**src/rtl/alien_row_renderer.sv**
```systemverilog
// alien_row_renderer
// Pixel-writing stage behind the alien talent manager. Serially plots one pixel per cycle into the
// VGA frame-buffer adapter: draws the row after reset, erases killed aliens and redraws the whole
// row lower after a moveDown. Owns the row's alive mask and its current top Y.
//
// Ports:
//   clk, reset                 clock, asynchronous active-high reset
//   kill1..kill5               erase request per alien, held until the matching cleared pulse
//   moveDown                   shift request, held until clearedShift
//   vgaX, vgaY, colour, plot   registered pixel write; coordinates valid while plot is high
//   cleared1..cleared5         one-cycle kill acknowledges
//   clearedShift               one-cycle shift acknowledge
//   aliveMask, rowY            bit i-1 set while alien i lives; current row top Y
//   busy                       high whenever the renderer is not idle
module alien_row_renderer #(
  parameter int unsigned WIDTH        = 11,
  parameter int unsigned HEIGHT       = 9,
  parameter int unsigned GAP          = 19,
  parameter int unsigned START_X      = 10,
  parameter int unsigned START_Y      = 10,
  parameter int unsigned DROP         = 5,
  parameter int unsigned MAX_Y        = 110,
  parameter logic [2:0]  ALIEN_COLOUR = 3'b010
) (
  input  logic       clk,
  input  logic       reset,
  input  logic       kill1,
  input  logic       kill2,
  input  logic       kill3,
  input  logic       kill4,
  input  logic       kill5,
  input  logic       moveDown,
  output logic [7:0] vgaX,
  output logic [6:0] vgaY,
  output logic [2:0] colour,
  output logic       plot,
  output logic       cleared1,
  output logic       cleared2,
  output logic       cleared3,
  output logic       cleared4,
  output logic       cleared5,
  output logic       clearedShift,
  output logic [4:0] aliveMask,
  output logic [6:0] rowY,
  output logic       busy
);

  localparam logic [2:0] INIT_DRAW   = 3'd0;
  localparam logic [2:0] IDLE        = 3'd1;
  localparam logic [2:0] KILL_ERASE  = 3'd2;
  localparam logic [2:0] KILL_ACK    = 3'd3;
  localparam logic [2:0] SHIFT_ERASE = 3'd4;
  localparam logic [2:0] SHIFT_MOVE  = 3'd5;
  localparam logic [2:0] SHIFT_DRAW  = 3'd6;
  localparam logic [2:0] SHIFT_ACK   = 3'd7;

  // Lowest set bit of m at index >= lo, as {found, index}.
  function automatic logic [3:0] first_from(input logic [4:0] m, input logic [3:0] lo);
    logic [3:0] res;
    res = 4'd0;
    for (int i = 4; i >= 0; i--) begin
      if (m[i] && (4'(i) >= lo)) res = {1'b1, 3'(i)};
    end
    return res;
  endfunction

  logic [2:0] state_q, state_d;
  logic [3:0] col_q, col_d;
  logic [3:0] row_q, row_d;
  logic [2:0] idx_q, idx_d;
  logic [4:0] alive_q, alive_d;
  logic [6:0] rowy_q, rowy_d;
  logic       armed_q, armed_d;
  logic       plot_q, plot_d;
  logic [7:0] x_q, x_d;
  logic [6:0] y_q, y_d;
  logic [2:0] colour_q, colour_d;
  logic [4:0] clr_q, clr_d;
  logic       clrs_q, clrs_d;

  logic [4:0] kills;
  logic [4:0] scan_mask;
  logic [3:0] next_alien, first_alive, kill_sel;
  logic       step_more;
  logic [3:0] step_col, step_row;
  logic [2:0] step_idx;

  assign kills       = {kill5, kill4, kill3, kill2, kill1};
  assign next_alien  = first_from(scan_mask, {1'b0, idx_q} + 4'd1);
  assign first_alive = first_from(alive_q, 4'd0);
  assign kill_sel    = first_from(kills, 4'd0);

  // Aliens visited by the current raster after the one in progress.
  always_comb begin
    scan_mask = 5'b00000;
    if (state_q == INIT_DRAW) scan_mask = 5'b11111;
    else if (state_q == SHIFT_ERASE || state_q == SHIFT_DRAW) scan_mask = alive_q;
  end

  // Next raster position: column fastest, then row, then next selected alien.
  always_comb begin
    step_more = 1'b1;
    step_col  = 4'd0;
    step_row  = row_q;
    step_idx  = idx_q;
    if (col_q != 4'(WIDTH - 1)) begin
      step_col = col_q + 4'd1;
    end else if (row_q != 4'(HEIGHT - 1)) begin
      step_row = row_q + 4'd1;
    end else if (next_alien[3]) begin
      step_row = 4'd0;
      step_idx = next_alien[2:0];
    end else begin
      step_more = 1'b0;
    end
  end

  always_comb begin
    state_d  = state_q;
    col_d    = col_q;
    row_d    = row_q;
    idx_d    = idx_q;
    alive_d  = alive_q;
    rowy_d   = rowy_q;
    armed_d  = armed_q;
    plot_d   = 1'b0;
    colour_d = colour_q;
    clr_d    = 5'b00000;
    clrs_d   = 1'b0;
    x_d      = x_q;
    y_d      = y_q;

    unique case (state_q)
      INIT_DRAW: begin
        if (!plot_q) begin
          // First cycle out of reset: launch alien 0.
          plot_d   = 1'b1;
          colour_d = ALIEN_COLOUR;
          idx_d    = 3'd0;
          col_d    = 4'd0;
          row_d    = 4'd0;
        end else if (step_more) begin
          plot_d = 1'b1;
          {idx_d, row_d, col_d} = {step_idx, step_row, step_col};
        end else begin
          state_d = IDLE;
        end
      end
      IDLE: begin
        // Release interlock: all requests must be seen low before another is taken.
        if ({moveDown, kills} == 6'd0) begin
          armed_d = 1'b1;
        end else if (armed_q) begin
          armed_d = 1'b0;
          col_d   = 4'd0;
          row_d   = 4'd0;
          if (moveDown) begin
            if (first_alive[3]) begin
              state_d  = SHIFT_ERASE;
              idx_d    = first_alive[2:0];
              plot_d   = 1'b1;
              colour_d = 3'b000;
            end else begin
              state_d = SHIFT_MOVE;
            end
          end else begin
            idx_d = kill_sel[2:0];
            if (alive_q[kill_sel[2:0]]) begin
              state_d  = KILL_ERASE;
              plot_d   = 1'b1;
              colour_d = 3'b000;
            end else begin
              state_d               = KILL_ACK;
              clr_d[kill_sel[2:0]]  = 1'b1;
            end
          end
        end
      end
      KILL_ERASE: begin
        if (step_more) begin
          plot_d = 1'b1;
          {idx_d, row_d, col_d} = {step_idx, step_row, step_col};
        end else begin
          alive_d[idx_q] = 1'b0;
          clr_d[idx_q]   = 1'b1;
          state_d        = KILL_ACK;
        end
      end
      SHIFT_ERASE: begin
        if (step_more) begin
          plot_d = 1'b1;
          {idx_d, row_d, col_d} = {step_idx, step_row, step_col};
        end else begin
          state_d = SHIFT_MOVE;
        end
      end
      SHIFT_MOVE: begin
        if (32'(rowy_q) + DROP >= MAX_Y) rowy_d = 7'(MAX_Y);
        else rowy_d = 7'(32'(rowy_q) + DROP);
        if (first_alive[3]) begin
          state_d  = SHIFT_DRAW;
          idx_d    = first_alive[2:0];
          col_d    = 4'd0;
          row_d    = 4'd0;
          plot_d   = 1'b1;
          colour_d = ALIEN_COLOUR;
        end else begin
          state_d = SHIFT_ACK;
          clrs_d  = 1'b1;
        end
      end
      SHIFT_DRAW: begin
        if (step_more) begin
          plot_d = 1'b1;
          {idx_d, row_d, col_d} = {step_idx, step_row, step_col};
        end else begin
          state_d = SHIFT_ACK;
          clrs_d  = 1'b1;
        end
      end
      KILL_ACK:  state_d = IDLE;
      SHIFT_ACK: state_d = IDLE;
      default:   state_d = IDLE;
    endcase

    // Coordinates follow the pixel being launched; rowy_d so a fresh draw uses the new row.
    if (plot_d) begin
      x_d = 8'(START_X + 32'(idx_d) * (WIDTH + GAP) + 32'(col_d));
      y_d = 7'(32'(rowy_d) + 32'(row_d));
    end
  end

  always_ff @(posedge clk or posedge reset) begin
    if (reset) begin
      state_q  <= INIT_DRAW;
      col_q    <= 4'd0;
      row_q    <= 4'd0;
      idx_q    <= 3'd0;
      alive_q  <= 5'b11111;
      rowy_q   <= 7'(START_Y);
      armed_q  <= 1'b1;
      plot_q   <= 1'b0;
      x_q      <= 8'd0;
      y_q      <= 7'd0;
      colour_q <= 3'b000;
      clr_q    <= 5'b00000;
      clrs_q   <= 1'b0;
    end else begin
      state_q  <= state_d;
      col_q    <= col_d;
      row_q    <= row_d;
      idx_q    <= idx_d;
      alive_q  <= alive_d;
      rowy_q   <= rowy_d;
      armed_q  <= armed_d;
      plot_q   <= plot_d;
      x_q      <= x_d;
      y_q      <= y_d;
      colour_q <= colour_d;
      clr_q    <= clr_d;
      clrs_q   <= clrs_d;
    end
  end

  assign vgaX         = x_q;
  assign vgaY         = y_q;
  assign colour       = colour_q;
  assign plot         = plot_q;
  assign cleared1     = clr_q[0];
  assign cleared2     = clr_q[1];
  assign cleared3     = clr_q[2];
  assign cleared4     = clr_q[3];
  assign cleared5     = clr_q[4];
  assign clearedShift = clrs_q;
  assign aliveMask    = alive_q;
  assign rowY         = rowy_q;
  assign busy         = (state_q != IDLE);

endmodule
```
**config.mk**
```make
export PLATFORM = sky130hd
export DESIGN_NAME = alien_row_renderer
export DESIGN_NICKNAME = d
export VERILOG_FILES = /design/src/rtl/alien_row_renderer.sv
export SDC_FILE = /design/constraint.sdc
export NUM_CORES = 1
export LEC_CHECK = 0
export ABC_AREA = 1
export BUFFER_PORTS_ARGS = -buffer_cell sky130_fd_sc_hd__buf_2
export CORE_MARGIN = 5
export CORE_UTILIZATION = 54
export CTS_BUF_LIST = sky130_fd_sc_hd__clkbuf_4 sky130_fd_sc_hd__clkbuf_8
export CTS_CLUSTER_SIZE = 28
export DETAILED_ROUTE_END_ITERATION = 12
export HOLD_SLACK_MARGIN = 0.03
export PLACE_DENSITY = 0.83
export SETUP_SLACK_MARGIN = 0.2
export SYNTH_ARGS = -nofsm -noshare
export SYNTH_HDL_FRONTEND = slang
export SYNTH_SLANG_ARGS = --single-unit
```
**constraint.sdc**
```tcl
create_clock -name clk -period 3.8 [get_ports clk]
set_clock_uncertainty 0.15 [all_clocks]
set_input_delay 0.76 -clock clk [delete_from_list [all_inputs] [get_ports clk]]
set_output_delay 0.76 -clock clk [all_outputs]
set_load 0.1 [all_outputs]
```
==> impl_metrics.yaml, run 1 <==
status:
  status: "finished, final reports clean"
synthesis:
  synth_xor_area_frac: 0.0306
  syn-instance-count: 441
  ys_seq_area_frac: 0.367
  ys_types: 48
  synth_async_sr_flop_share: 1.00
  syn-cell-area_um2: 3430
  synthSimpleGateAreaFrac: 0.252
  synthMuxAreaShare: 0
  synth_compound_area_frac: 0.153
  synth_adder_area_share: 0.0977
  avgSynthCellArea_um2: 7.78
  ys.flop_type: "dfrtp_1"
  yosys_warnings: 0
  synth_top_family_by_area: "simple AND/OR/NAND/NOR gates"
  ys_ff_latch: 50
  synth-edff-count: 0
place:
  dp.final_hpwl_mm: 6.19
  gp_congestion: 0.923
  place_area_um2: 4040
  portBuffers: 43
clock_tree:
  cts_root_buffer: "clkbuf_8"
  cts_buffers: 5
  cts_tree: "yes"
  clockBufferDepth: 2
  htreeDepth: 2
  postCtsHoldBufs: 0
  clkTransAtPathRegs_ps: 100
  worstSkewPairLatency_ps: 310
  numClockSinks: 50
detailed_routing:
  dr.pass1.iters: 5
  routed_via_density: 5.45
  wl_per_cell_um: 13.9
  vias: 3295
  wl_mm: 8.41
  drt_iter0_drc: 194
  antenna_left: 0
  drc_errors: 0
setup_path:
  worstSetupPathType: "flop to flop"
  crit_path_start_kind: "flop"
  cp_max_fo: 3
  crit_buf_inv: 6
  path_delay_family: "adder cells"
  critPathArrivalTime_ps: 3730
  cpPeakStageDelay_ps: 400
  cp.required_ps: 3840
  critPathSlowestCell: "dfrtp_1"
  endpoint_kind: "flop"
power:
  p_per_area_nw_per_um2: 222
  leakage_uw: 0.00231
  irDropWorstVdd_mv: 0.186
floorplanning:
  pin_count: 46
  die_x_um: 89.7
  initial_core_util: 0.547
  die_y_um: 89.7
  fp-row-count: 29
  coreArea_um2: 6280
  die_area_um2: 8050
grt:
  antenna_found_initial: 0
  grt_max_degree: 51
  grt_usage: 0.209
  grt_pass1_wl_mm: 14.2
  grt_pass1_vias: 3172
  grt.overflow.total: 0
final_layout:
  drive_gt1_frac: 0.345
  multi_input_area_um2: 2050
  seqCellArea_um2: 1280
  n_antenna_cell: 0
  final_common_cell: "nand2_1"
  post-route-cell-area_um2: 4380
  fill_cells: 505
  area_growth_pct: 27.7
  final_cell_mix: "nand2_1, inv_1, buf_2, buf_4, dfrtp_1"
  fin_nets: 560
sta:
  worst_pin_slew_ps: 1040
  finalHoldViolations: 0
  setup-tns-final_ps: 0
  drv_slew: 0
  fin_crit_sh: 0.972
  maxSlewHeadroom: 0.305
  rsz0062_at_grt: "yes"
  finalSetupViolCount: 0
  min_period_ps: 3690
  timing.fmax_mhz: 271
min_path:
  hold_path_class: "flop to flop"
flow_run:
  maxCapViolCount: 0
per-stage QoR:
stage                     std cells  hold slack, ps  power (µW)  setup slack, ps  utilization
after floorplan                 442             329         568            -20.4            -
after global placement          585             299         581            -84.3        0.644
after detailed placement        585             311         582             -220        0.644
after CTS                       602             339         979             93.7        0.680
after global routing            605             349        1000            -60.9        0.698
final                           605             339         974              107        0.698
flip-flops by register name, indices dropped and copies added (netlist names):
register,flops
vgaX,8
rowY,7
vgaY,7
aliveMask,5
clr_q,5
col_q,4
row_q,4
idx_q,3
state_q,3
armed_q,1
clearedShift,1
colour,1
plot,1
logic make-up (layout without fill, tap and decap cells):
family | Yosys count | in the layout
xor gates and xnor gates | 12 | 12
other | 1 | 2
buffers and inverters | 82 | 168
AOI/OAI and AO/OA | 80 | 80
and+or+nand+nor | 191 | 191
adders and majority gates | 25 | 25
DFF | 50 | 50
path summary, 6_finish.rpt:
check / slack (ps) / from / to / cells past startpoint
max: 110 / idx_q[0] / vgaX[5] / 26
min: 340 / vgaX[2] / vgaX[2] / 2
max reg2reg: 110 / idx_q[0] / vgaX[5] / 26
min reg2reg: 340 / vgaX[2] / vgaX[2] / 2
max in group asynchronous: 2260 / reset / idx_q[2] / 2
min in group asynchronous: 540 / reset / rowY[5] / 2
routing by layer:
layer  vias to the layer above  global-route usage  wire length [µm]
li1                       1615                   -                 -
met4                         0              0.0605                80
met3                         5              0.0376               539
met1                      1565               0.266              3530
met2                       110               0.360              4270
met5                         -                   0                 0
worst reg2reg max path, delay by kind of cell, from the launching register on:
| family | cells | cell delay, ps |
|---|---|---|
| flops | 1 | 400 |
| compound gates | 4 | 580 |
| fa+ha+maj | 5 | 1150 |
| simple gates | 10 | 830 |
| buf+inv | 6 | 380 |
| xor+xnor | 1 | 100 |
final cells by class:
type                       instances  area share
clock buffer                       5      0.0157
clock inverter                     3      0.0111
inverter                          74      0.0665
multi-input combinational        310       0.468
sequential                        50       0.293
tap                               77      0.0220
timing repair buffer              86       0.124
power breakdown:
part	total, µW	internal [µW]	switching (µW)
Clock	402	201	202
Sequential	532	532	0
Combinational	40.2	9.32	30.9
synthesized netlist by cell type (4+ instances only):
master,instances,share of area
nand2_1,88,0.096
inv_1,70,0.077
dfrtp_1,42,0.31
nor2_1,38,0.042
nand3_1,33,0.048
ha_1,22,0.080
o21ai_0,18,0.026
a21oi_1,15,0.022
nand2_2,11,0.020
dfstp_2,8,0.061
a31oi_1,6,0.011
xnor2_1,6,0.015
xor2_1,6,0.015
buf_4,5,0.011
nand4_1,5,0.0091
o211ai_1,5,0.011
o21ai_1,5,0.0073
inv_2,4,0.0044
nor2_2,4,0.0073
o31ai_1,4,0.0087
repair_timing:
| item | 4_1_cts | 5_1_grt |
|---|---|---|
| resized for setup | 16 | 27 |
| pin swaps | 23 | 26 |
| buffers inserted | 9 | 3 |
| hold endpoints to repair | 0 | 0 |
| setup endpoints to repair | 4 | 7 |
(Power assumes the default switching activity.)
==> run 2: changes to the inputs <==
--- a/config.mk
+++ b/config.mk
@@ -7,14 +7,14 @@
 export LEC_CHECK = 0
 export ABC_AREA = 1
 export BUFFER_PORTS_ARGS = -buffer_cell sky130_fd_sc_hd__buf_2
-export CORE_MARGIN = 5
 export CORE_UTILIZATION = 54
 export CTS_BUF_LIST = sky130_fd_sc_hd__clkbuf_4 sky130_fd_sc_hd__clkbuf_8
 export CTS_CLUSTER_SIZE = 28
 export DETAILED_ROUTE_END_ITERATION = 12
 export HOLD_SLACK_MARGIN = 0.03
-export PLACE_DENSITY = 0.83
+export PLACE_DENSITY = 0.8
 export SETUP_SLACK_MARGIN = 0.2
+export SKIP_CTS_REPAIR_TIMING = 1
 export SYNTH_ARGS = -nofsm -noshare
 export SYNTH_HDL_FRONTEND = slang
 export SYNTH_SLANG_ARGS = --single-unit
==> constraint.sdc (replaced) <==
create_clock -name clk -period 3.7 [get_ports clk]
set_clock_uncertainty 0.15 [all_clocks]
set_input_delay 0.74 -clock clk [delete_from_list [all_inputs] [get_ports clk]]
set_output_delay 0.74 -clock clk [all_outputs]
set_load 0.1 [all_outputs]
==> run 2 against run 1 <==
Compared with the run above:
- the flow now finishes with violations (setup timing)
- register-to-register slack lost 190 ps
- via count up 0.24%
- die area is 17% lower
- worst setup slack got worse by 190 ps
- sequential power increased by 3%
- total power increased by 3.3%
- critical path type unchanged
- largest power group unchanged
==> impl_metrics.yaml, run 2 (synthesis results as in run 1) <==
place:
  dp.final_hpwl_mm: 6.25
  dp_slack_ps: -287
  gp_congestion: 0.918
  portBuffers: 43
final_layout:
  area_growth_pct: 29.4
  fin_nets: 568
  final_cell_mix: "nand2_1, inv_1, buf_4, buf_2, dfrtp_1"
  final_common_cell: "nand2_1"
  n_antenna_cell: 0
  drive_gt1_frac: 0.353
  largest_reg_flops: 8
setup_path:
  cp_common_cell: "nand2_2"
  cp-startpoint: "state_q[0]"
  cpPeakStageDelay_ps: 590
  crit_chain: "inv_2, nand2_2, o21ai_2, nand2_2, nand2_4, nor2_4, nand2_4, nand2_4, nand2_2, nand2_2, a21oi_4, inv_2, nand2_1, nand2_2, ha_4, buf_4, fa_2, ha_4, a21oi_4, buf_4, xnor2_1, o21ai_0"
  crit_buf_inv: 4
  critPathSlowestCell: "fa_2"
  cp_max_fo: 7
  worstSetupPathType: "flop to flop"
  r2r_slack_ps: -80
  cp.required_ps: 3740
  crit_end: "vgaX[5]"
  r2r-start: "state_q[0]"
  timing.rr.end: "vgaX[5]"
  r2r_cells: 22
  endpoint_kind: "flop"
  path_delay_family: "adder cells"
  cp_num_cells: 22
  crit_path_start_kind: "flop"
  critPathArrivalTime_ps: 3820
power:
  power.internal_uw: 779
  pwr-share-clk: 0.415
  irDropWorstVdd_mv: 0.226
  p_per_area_nw_per_um2: 227
  p_sw_frac: 0.226
  switchingPower_uw: 228
  power_frac_seq: 0.542
  p_comb_frac: 0.042
  leakage_uw: 0.00233
clock_tree:
  worstSkewPairLatency_ps: 310
  cts_tree: "yes"
  htreeDepth: 2
  clockBufferDepth: 2
  cts_root_buffer: "clkbuf_8"
  numClockSinks: 50
  clkTransAtPathRegs_ps: 100
  cts_buffers: 5
flow_run:
  maxCapViolCount: 0
floorplanning:
  pin_count: 46
  fp-row-count: 28
  coreArea_um2: 6030
  initial_core_util: 0.570
  die_area_um2: 6680
  die_y_um: 81.7
  die_x_um: 81.7
status:
  status: "complete, but fails checks"
  violations: "setup timing"
detailed_routing:
  routed_via_density: 5.41
  vias: 3303
  dr.pass1.iters: 5
  drc_errors: 0
  wl_per_cell_um: 13.8
  drt_iter0_drc: 205
  wl_mm: 8.43
  antenna_left: 0
sta:
  maxSlewHeadroom: 0.460
  hold_ws_ps: 326
  drv_slew: 0
  timing.fmax_mhz: 264
  finalSetupViolCount: 2
  min_period_ps: 3780
  worst_pin_slew_ps: 809
  fin_crit_sh: 1.02
  finalHoldViolations: 0
  layout_setup_ws_ps: -83.2
  rsz0062_at_grt: "yes"
grt:
  grt_usage: 0.261
  grt.overflow.total: 0
  antenna_found_initial: 0
  grt_pass1_wl_mm: 13.5
  grt_max_degree: 38
  grt_pass1_vias: 3094
min_path:
  hold_path_class: "flop to flop"
  holdPathStages: 2
[run 2: worst min path at each step]
stage | from | end | slack [ps]
after floorplan | armed_q | armed_q | 330
after global placement | vgaX[3] | vgaX[3] | 300
after detailed placement | vgaX[0] | vgaX[0] | 310
after CTS | vgaX[2] | vgaX[2] | 330
after global routing | vgaX[6] | vgaX[6] | 360
final | vgaX[2] | vgaX[2] | 330
[run 2: routing by layer]
layer,part of all wire,GRT usage,vias to the layer above
li1,-,-,1621
met1,0.44,0.333,1554
met2,0.51,0.462,123
met3,0.048,0.0356,5
met4,0.0077,0.0684,0
met5,0,0,-
[run 2: through the flow]
step           instance area (µm²)   util  total power [µW]  instances  setup TNS, ps
2_1_floorplan                 3560      -               584        442           -178
3_3_place_gp                  4150  0.689               598        598           -368
3_5_place_dp                  4150  0.689               599        598           -996
4_1_cts                       4270  0.709              1010        606           -168
5_1_grt                       4440  0.737              1040        611           -767
6_report                      4440  0.737              1010        611           -140
[run 2: worst reg2reg max path, cell delays in order, from the launching register on]
cell,delay [ps]
dfrtp_1,460
inv_2,160
nand2_2,90
o21ai_2,200
nand2_2,110
nand2_4,100
nor2_4,50
nand2_4,90
nand2_4,70
nand2_2,60
nand2_2,60
a21oi_4,200
inv_2,50
nand2_1,80
nand2_2,70
ha_4,230
buf_4,140
fa_2,600
ha_4,220
a21oi_4,160
buf_4,130
xnor2_1,100
o21ai_0,100
[run 2: power by group through the flow]
stage               clock network, µW  logic (µW)  registers, µW
floorplan                           0        27.3            557
CTS                               424        42.8            546
global placement                    0        41.5            556
finish                            418        42.5            546
detailed placement                  0        42.6            556
global route                      446        47.8            546
[run 2: final cells by class]
cell class                 instances  area (µm²)
multi-input combinational        310        2050
fill                             459        1590
sequential                        50        1280
timing repair buffer              94         606
inverter                          74         292
tap                               75        93.8
clock buffer                       6        82.6
clock inverter                     2        38.8
